==> src/rtl/secure_register_file.sv <==
// Bank of thread-protected registers on the thread-tagged register bus.
// Each entry has an owner thread ID and a sticky lock bit. A denied request gets an
// error and a zero read, and it is logged in a saturating violation counter that also
// records the offending thread ID. Responses are registered with one cycle of latency.
module secure_register_file #(
  parameter int unsigned DATA_WIDTH = 32,
  parameter int unsigned NUM_REGS   = 8,
  parameter int unsigned ADDR_WIDTH = 3,
  parameter int unsigned TID_WIDTH  = 4,
  parameter int unsigned PRIV_TID   = 0,
  parameter int unsigned VCNT_WIDTH = 8
) (
  input  logic                  clk,
  input  logic                  rst_n,
  input  logic                  req_valid,
  input  logic [1:0]            req_op,
  input  logic [ADDR_WIDTH-1:0] req_addr,
  input  logic [TID_WIDTH-1:0]  req_tid,
  input  logic [DATA_WIDTH-1:0] req_wdata,
  input  logic                  clr_viol,
  input  logic [TID_WIDTH-1:0]  clr_tid,
  output logic                  rsp_valid,
  output logic [DATA_WIDTH-1:0] rsp_rdata,
  output logic                  rsp_err,
  output logic                  viol_flag,
  output logic [VCNT_WIDTH-1:0] viol_count,
  output logic [TID_WIDTH-1:0]  viol_tid
);

  typedef enum logic [1:0] {
    OpRead     = 2'b00,
    OpWrite    = 2'b01,
    OpSetOwner = 2'b10,
    OpLock     = 2'b11
  } op_e;

  localparam logic [TID_WIDTH-1:0]  PrivTid = TID_WIDTH'(PRIV_TID);
  localparam logic [VCNT_WIDTH-1:0] VcntMax = '1;

  // Register bank state
  logic [DATA_WIDTH-1:0] data_q  [NUM_REGS];
  logic [TID_WIDTH-1:0]  owner_q [NUM_REGS];
  logic [NUM_REGS-1:0]   lock_q;

  // Response registers
  logic                  rsp_valid_q;
  logic [DATA_WIDTH-1:0] rsp_rdata_q, rsp_rdata_d;
  logic                  rsp_err_q;

  // Violation capture registers
  logic                  viol_flag_q, viol_flag_d;
  logic [VCNT_WIDTH-1:0] viol_count_q, viol_count_d;
  logic [TID_WIDTH-1:0]  viol_tid_q, viol_tid_d;

  // Decode / permission signals
  op_e                   op;
  logic [NUM_REGS-1:0]   sel;
  logic                  in_range;
  logic [DATA_WIDTH-1:0] cur_data;
  logic [TID_WIDTH-1:0]  cur_owner;
  logic                  cur_lock;
  logic                  is_priv;
  logic                  is_owner;
  logic                  allowed;
  logic                  granted;
  logic                  denied;
  logic                  clr_ok;
  logic                  clr_bad;

  assign op = op_e'(req_op);

  // Address decode: one-hot entry select plus the selected entry's state.
  // Out-of-range addresses select nothing, which is what flags them as violations.
  always_comb begin
    sel       = '0;
    cur_data  = '0;
    cur_owner = PrivTid;
    cur_lock  = 1'b0;
    for (int unsigned i = 0; i < NUM_REGS; i++) begin
      if (req_addr == ADDR_WIDTH'(i)) begin
        sel[i]    = 1'b1;
        cur_data  = data_q[i];
        cur_owner = owner_q[i];
        cur_lock  = lock_q[i];
      end
    end
  end

  assign in_range = |sel;
  assign is_priv  = (req_tid == PrivTid);
  assign is_owner = (req_tid == cur_owner);

  // Per-op permission check for the current request.
  always_comb begin
    allowed = 1'b0;
    case (op)
      OpRead:     allowed = is_owner || is_priv;
      OpWrite:    allowed = (is_owner || is_priv) && !cur_lock;
      OpSetOwner: allowed = is_priv && !cur_lock;
      OpLock:     allowed = is_priv;
      default:    allowed = 1'b0;
    endcase
    allowed = allowed && in_range;
  end

  assign granted = req_valid && allowed;
  assign denied  = req_valid && !allowed;
  assign clr_ok  = clr_viol && (clr_tid == PrivTid);
  assign clr_bad = clr_viol && (clr_tid != PrivTid);

  // Commit granted writes, owner changes and locks to the selected entry.
  always_ff @(posedge clk or negedge rst_n) begin
    if (!rst_n) begin
      for (int unsigned i = 0; i < NUM_REGS; i++) begin
        data_q[i]  <= '0;
        owner_q[i] <= PrivTid;
      end
      lock_q <= '0;
    end else begin
      for (int unsigned i = 0; i < NUM_REGS; i++) begin
        if (granted && sel[i]) begin
          case (op)
            OpWrite:    data_q[i]  <= req_wdata;
            OpSetOwner: owner_q[i] <= req_wdata[TID_WIDTH-1:0];
            OpLock:     lock_q[i]  <= 1'b1;
            default:    ;
          endcase
        end
      end
    end
  end

  // Read data is only exposed for a granted read; everything else returns zero.
  always_comb begin
    rsp_rdata_d = '0;
    if (granted && (op == OpRead)) begin
      rsp_rdata_d = cur_data;
    end
  end

  // Violation next state. An honoured clear wipes the old state first, so a denied
  // request in the same cycle is counted on top of zero. A denied clear and a denied
  // request together add two, and the request's thread ID wins.
  always_comb begin
    logic [VCNT_WIDTH-1:0] base;
    logic [1:0]            inc;
    logic [VCNT_WIDTH+1:0] sum;
    base = clr_ok ? '0 : viol_count_q;
    inc  = {1'b0, denied} + {1'b0, clr_bad};
    sum  = {2'b00, base} + {{VCNT_WIDTH{1'b0}}, inc};
    viol_count_d = (sum > {2'b00, VcntMax}) ? VcntMax : sum[VCNT_WIDTH-1:0];
    viol_flag_d  = (clr_ok ? 1'b0 : viol_flag_q) || denied || clr_bad;
    viol_tid_d   = viol_tid_q;
    if (denied) begin
      viol_tid_d = req_tid;
    end else if (clr_bad) begin
      viol_tid_d = clr_tid;
    end else if (clr_ok) begin
      viol_tid_d = '0;
    end
  end

  // Response and violation registers update on the same edge.
  always_ff @(posedge clk or negedge rst_n) begin
    if (!rst_n) begin
      rsp_valid_q  <= 1'b0;
      rsp_rdata_q  <= '0;
      rsp_err_q    <= 1'b0;
      viol_flag_q  <= 1'b0;
      viol_count_q <= '0;
      viol_tid_q   <= '0;
    end else begin
      rsp_valid_q  <= req_valid;
      rsp_rdata_q  <= rsp_rdata_d;
      rsp_err_q    <= denied;
      viol_flag_q  <= viol_flag_d;
      viol_count_q <= viol_count_d;
      viol_tid_q   <= viol_tid_d;
    end
  end

  assign rsp_valid  = rsp_valid_q;
  assign rsp_rdata  = rsp_rdata_q;
  assign rsp_err    = rsp_err_q;
  assign viol_flag  = viol_flag_q;
  assign viol_count = viol_count_q;
  assign viol_tid   = viol_tid_q;

endmodule

==> config.mk <==
export PLATFORM = sky130hd
export DESIGN_NAME = secure_register_file
export DESIGN_NICKNAME = d
export VERILOG_FILES = /design/src/rtl/secure_register_file.sv
export SDC_FILE = /design/constraint.sdc
export NUM_CORES = 1
export LEC_CHECK = 0
export ABC_AREA = 0
export CAP_MARGIN = 10
export CELL_PAD_IN_SITES_DETAIL_PLACEMENT = 0
export CELL_PAD_IN_SITES_GLOBAL_PLACEMENT = 1
export CORE_UTILIZATION = 30
export CTS_BUF_LIST = sky130_fd_sc_hd__clkbuf_4 sky130_fd_sc_hd__clkbuf_8
export DETAILED_ROUTE_END_ITERATION = 16
export GPL_TIMING_DRIVEN = 0
export PLACE_DENSITY_LB_ADDON = 0.1
export SYNTH_ARGS = -nofsm -noshare
export SYNTH_HDL_FRONTEND = slang
export SYNTH_SLANG_ARGS = --single-unit
==> constraint.sdc <==
create_clock -name clk -period 3.3 [get_ports clk]
set_input_delay 0.33 -clock clk [delete_from_list [all_inputs] [get_ports clk]]
set_output_delay 0.33 -clock clk [all_outputs]
set_load 0.02 [all_outputs]
==> summary.txt <==
Die
  • Core ar.: about 50000 um2
  • Row count: ~80
  • Die Y: ~230 um
  • I/O pin count: 96
  • Full die area: 51490 um2
  • Initial Utilization: 0.3031
  • Die Wd: 226.9 um

Yosys
  • FF+latch count, synth: 343
  • Cell type with the largest total area after synthesis: dfrtp_1
  • Share of the synthesized area in the top cell type: 0.5655
  • Library cells used by synthesis: between 40 and 50
  • Seq/Total Area, Yosys: 0.5655
  • Synth warn: 0
  • Mapped Nets: roughly 1100
  • Synth Cell Area: 15180 um2
  • Mapped Cells: 1071
  • Top_reg_cell synth: dfrtp_1
  • Average instance area after synthesis: around 14 um2
  • Synth async-reset ratio: 1.000
  • Post-synth EDFFs: 0
  • Dominant cells by area after synthesis: dfrtp_1 (57%), mux2_1 (13%), mux2_2 (11%)

Drt
  • DR iter-0 viols: 421
  • DRC viols: 0
  • First-pass DRT Iterations: 4
  • Routed wire per std cell: 21.78 um
  • ANT nets after route: 0
  • Final Routed Wirelength: roughly 43 mm
  • Vias after detailed routing: 9514
  • Vias per cell: a little under 5

STA
  • Final hold vios: 0
  • Fin crit share: 0.9799
  • Worst-Margin Slew: 1146 ps
  • Highest Clock Rate: around 0.31 GHz
  • Rel. slew slack: 0.2362
  • Final setup violation count: 0
  • Final setup margin: roughly 66 ps
  • Skew final: between 15 and 20 ps
  • Setup_tns: 0 ps
  • Pins over their slew limit: 0
  • Crit path time final: about 3200 ps

Final layout
  • Final-stage net count: 1302
  • Syn-to-layout area delta: 23.03%
  • Share of layout cells above drive strength 1: 0.2839
  • Fillers: approximately 5000
  • Multi-input gate area: approximately 6400 um2
  • Most frequent cells in the layout: dfrtp_1 (343), mux2_1 (169), mux2_2 (144)
  • Commonest non-fill, non-tap cell in the layout: dfrtp_1
  • FF/Latch Area: ~8600 um2

Worst setup path
  • CP Capture Type: register
  • Most frequent CP cell: buf_6
  • Top Family by Delay on Critical Path: simple AND/OR/NAND/NOR gates
  • Crit path kind: register to register
  • Crit path largest cell delay: approximately 490 ps
  • CP Max Fanout: 7
  • Worst Setup Start Kind: register
  • Req. time, crit path: around 3800 ps
  • CP arrival: 3720 ps
  • Worst-path cell chain: mux4_2 -> o22ai_4 -> or3_1 -> o2111ai_2 -> nor4_4 -> buf_4 -> buf_6 -> nor3b_4 -> fa_2 -> ha_4 -> and3_4 -> nand4_1 -> buf_6 -> o21ai_0
  • Worst path buffer plus inverter count: 3
  • CP max stage cell: mux4_2

Placed design
  • GPL Wtd Cong: approximately 0.73
  • DP HPWL: 27.64 mm
  • Pre-CTS setup slack: -1467 ps
  • I/O Buffers: 92

CTS
  • Clock Tree Root: clkbuf_8
  • Clock Latency Late Sink: 610 ps
  • Clk slew on worst S/H paths: around 50 ps
  • CTS tree: yes
  • H-tree Lvls: 3
  • Clock sink total: between 300 and 400
  • Max clock buf depth: 3
  • CTS Buf Count: 67

Worst hold path
  • Hold crit path type: primary input to register

GRT
  • GRT Total Usage: 0.1727
  • Number of global-route vias before repair: 10302
  • First-pass GRT wire length: roughly 65 mm
  • Initial antenna violation count: 1
  • Pin count of the biggest net entering global routing: about 110
  • Total grt overflow: 0

Pwr
  • LEAKAGE: roughly 9.0 nW
  • Power per Cell Area: approximately 520 nW/um2
  • Tot Pwr: 9.797 mW
  • VDD IR max: roughly 0.00020 V

Run
  • Max_cap viols: 0

Outcome
  • Status: completed
==> power by group <==
group          internal [mW]  leakage, nW  switching [mW]
registers               4.39         4.72           0.114
clock network           2.52        0.721            1.82
logic                  0.431         3.52           0.529
==> final timing paths <==
path / start / end / slack (ps) / cells after the start
min reg2reg: lock_q[4] / lock_q[4] / 470 / 2
max reg2reg: owner_q[18] / viol_count[2] / 70 / 14
max: owner_q[18] / viol_count[2] / 70 / 14
min: clr_viol / viol_flag / 210 / 3
min in group asynchronous: rst_n / rsp_rdata[4] / 340 / 2
max in group asynchronous: rst_n / data_q[182] / 1500 / 4
==> area by class of cell <==
| type | count | area share |
|---|---|---|
| multi-input cells | 648 | 0.3410 |
| plain buffers | 72 | 0.01936 |
| inverters | 7 | 0.001407 |
| clock buffers | 106 | 0.07076 |
| diodes | 1 | 0.0001340 |
| flip-flops and latches | 343 | 0.4597 |
| clock inverters | 6 | 0.001876 |
| repair buffers | 107 | 0.06077 |
| well taps | 672 | 0.04503 |
==> worst min-delay path, stage by stage <==
cell and delay [ps]:
clkbuf_1 180, o21ai_0 200, nand2b_1 60
==> per-stage QoR <==
stage	util	cell area, um2	cells	hold WS (ps)
after floorplan	-	15220	1071	34.41
after global placement	0.3392	16980	1835	450.0
after detailed placement	0.3415	17100	1840	390.8
after CTS	0.3704	18550	1955	143.9
after global routing	0.3729	18670	1961	183.0
final	0.3730	18670	1962	205.0
==> per-layer routing <==
metal	GRT usage	vias up	share of wire
met2	0.2690	173	0.46
met4	0.06517	2	0.024
met5	0	-	0.00023
li1	-	4301	-
met3	0.03253	68	0.041
met1	0.2376	4970	0.48
==> synth_stat cells (all sizes together), types with 2 or more instances <==
cell type / number
buf: 31
nand4: 2
nor3b: 2
and3: 4
xor2: 4
nor2b: 8
a22oi: 3
o21bai: 5
mux4: 37
nor2: 33
nor4: 3
dfrtp: 343
and2: 6
a22o: 14
a221oi: 14
a21oi: 62
inv: 7
o41ai: 3
mux2i: 25
o22ai: 2
a2111oi: 2
nor3: 3
mux2: 313
xnor2: 3
nand3: 5
o211ai: 9
o2111ai: 11
nand2: 46
nand2b: 5
ha: 6
o21ai: 8
clkbuf: 42
==> cell families (layout without fill, tap and decap cells) <==
| logic type | Yosys count | in the layout | synth area share |
|---|---|---|---|
| other cells | 0 | 1 | 0 |
| simple gates | 120 | 120 | 0.03751 |
| mux | 375 | 375 | 0.3036 |
| xor+xnor | 7 | 7 | 0.004040 |
| flops | 343 | 343 | 0.5655 |
| compound gates | 139 | 139 | 0.06150 |
| buf+inv | 80 | 298 | 0.02152 |
| fa+ha+maj | 7 | 7 | 0.006265 |
==> state kept, by name (all words and copies together), names as in the netlist <==
name and count:
rsp_valid 1, owner_q 32, data_q 256, rsp_err 1, viol_flag 1, viol_count 8, viol_tid 4, lock_q 8
rsp_rdata 32
==> what timing repair did <==
action / in CTS / in global routing
hold buffers: 1 / 0
buffers inserted: 3 / 6
gates cloned: 0 / 0
setup endpoints to repair: 305 / 177
hold endpoints to repair: 84 / 0
pin swaps: 3 / 5
resized for setup: 21 / 31
(Power assumes the default switching activity.)
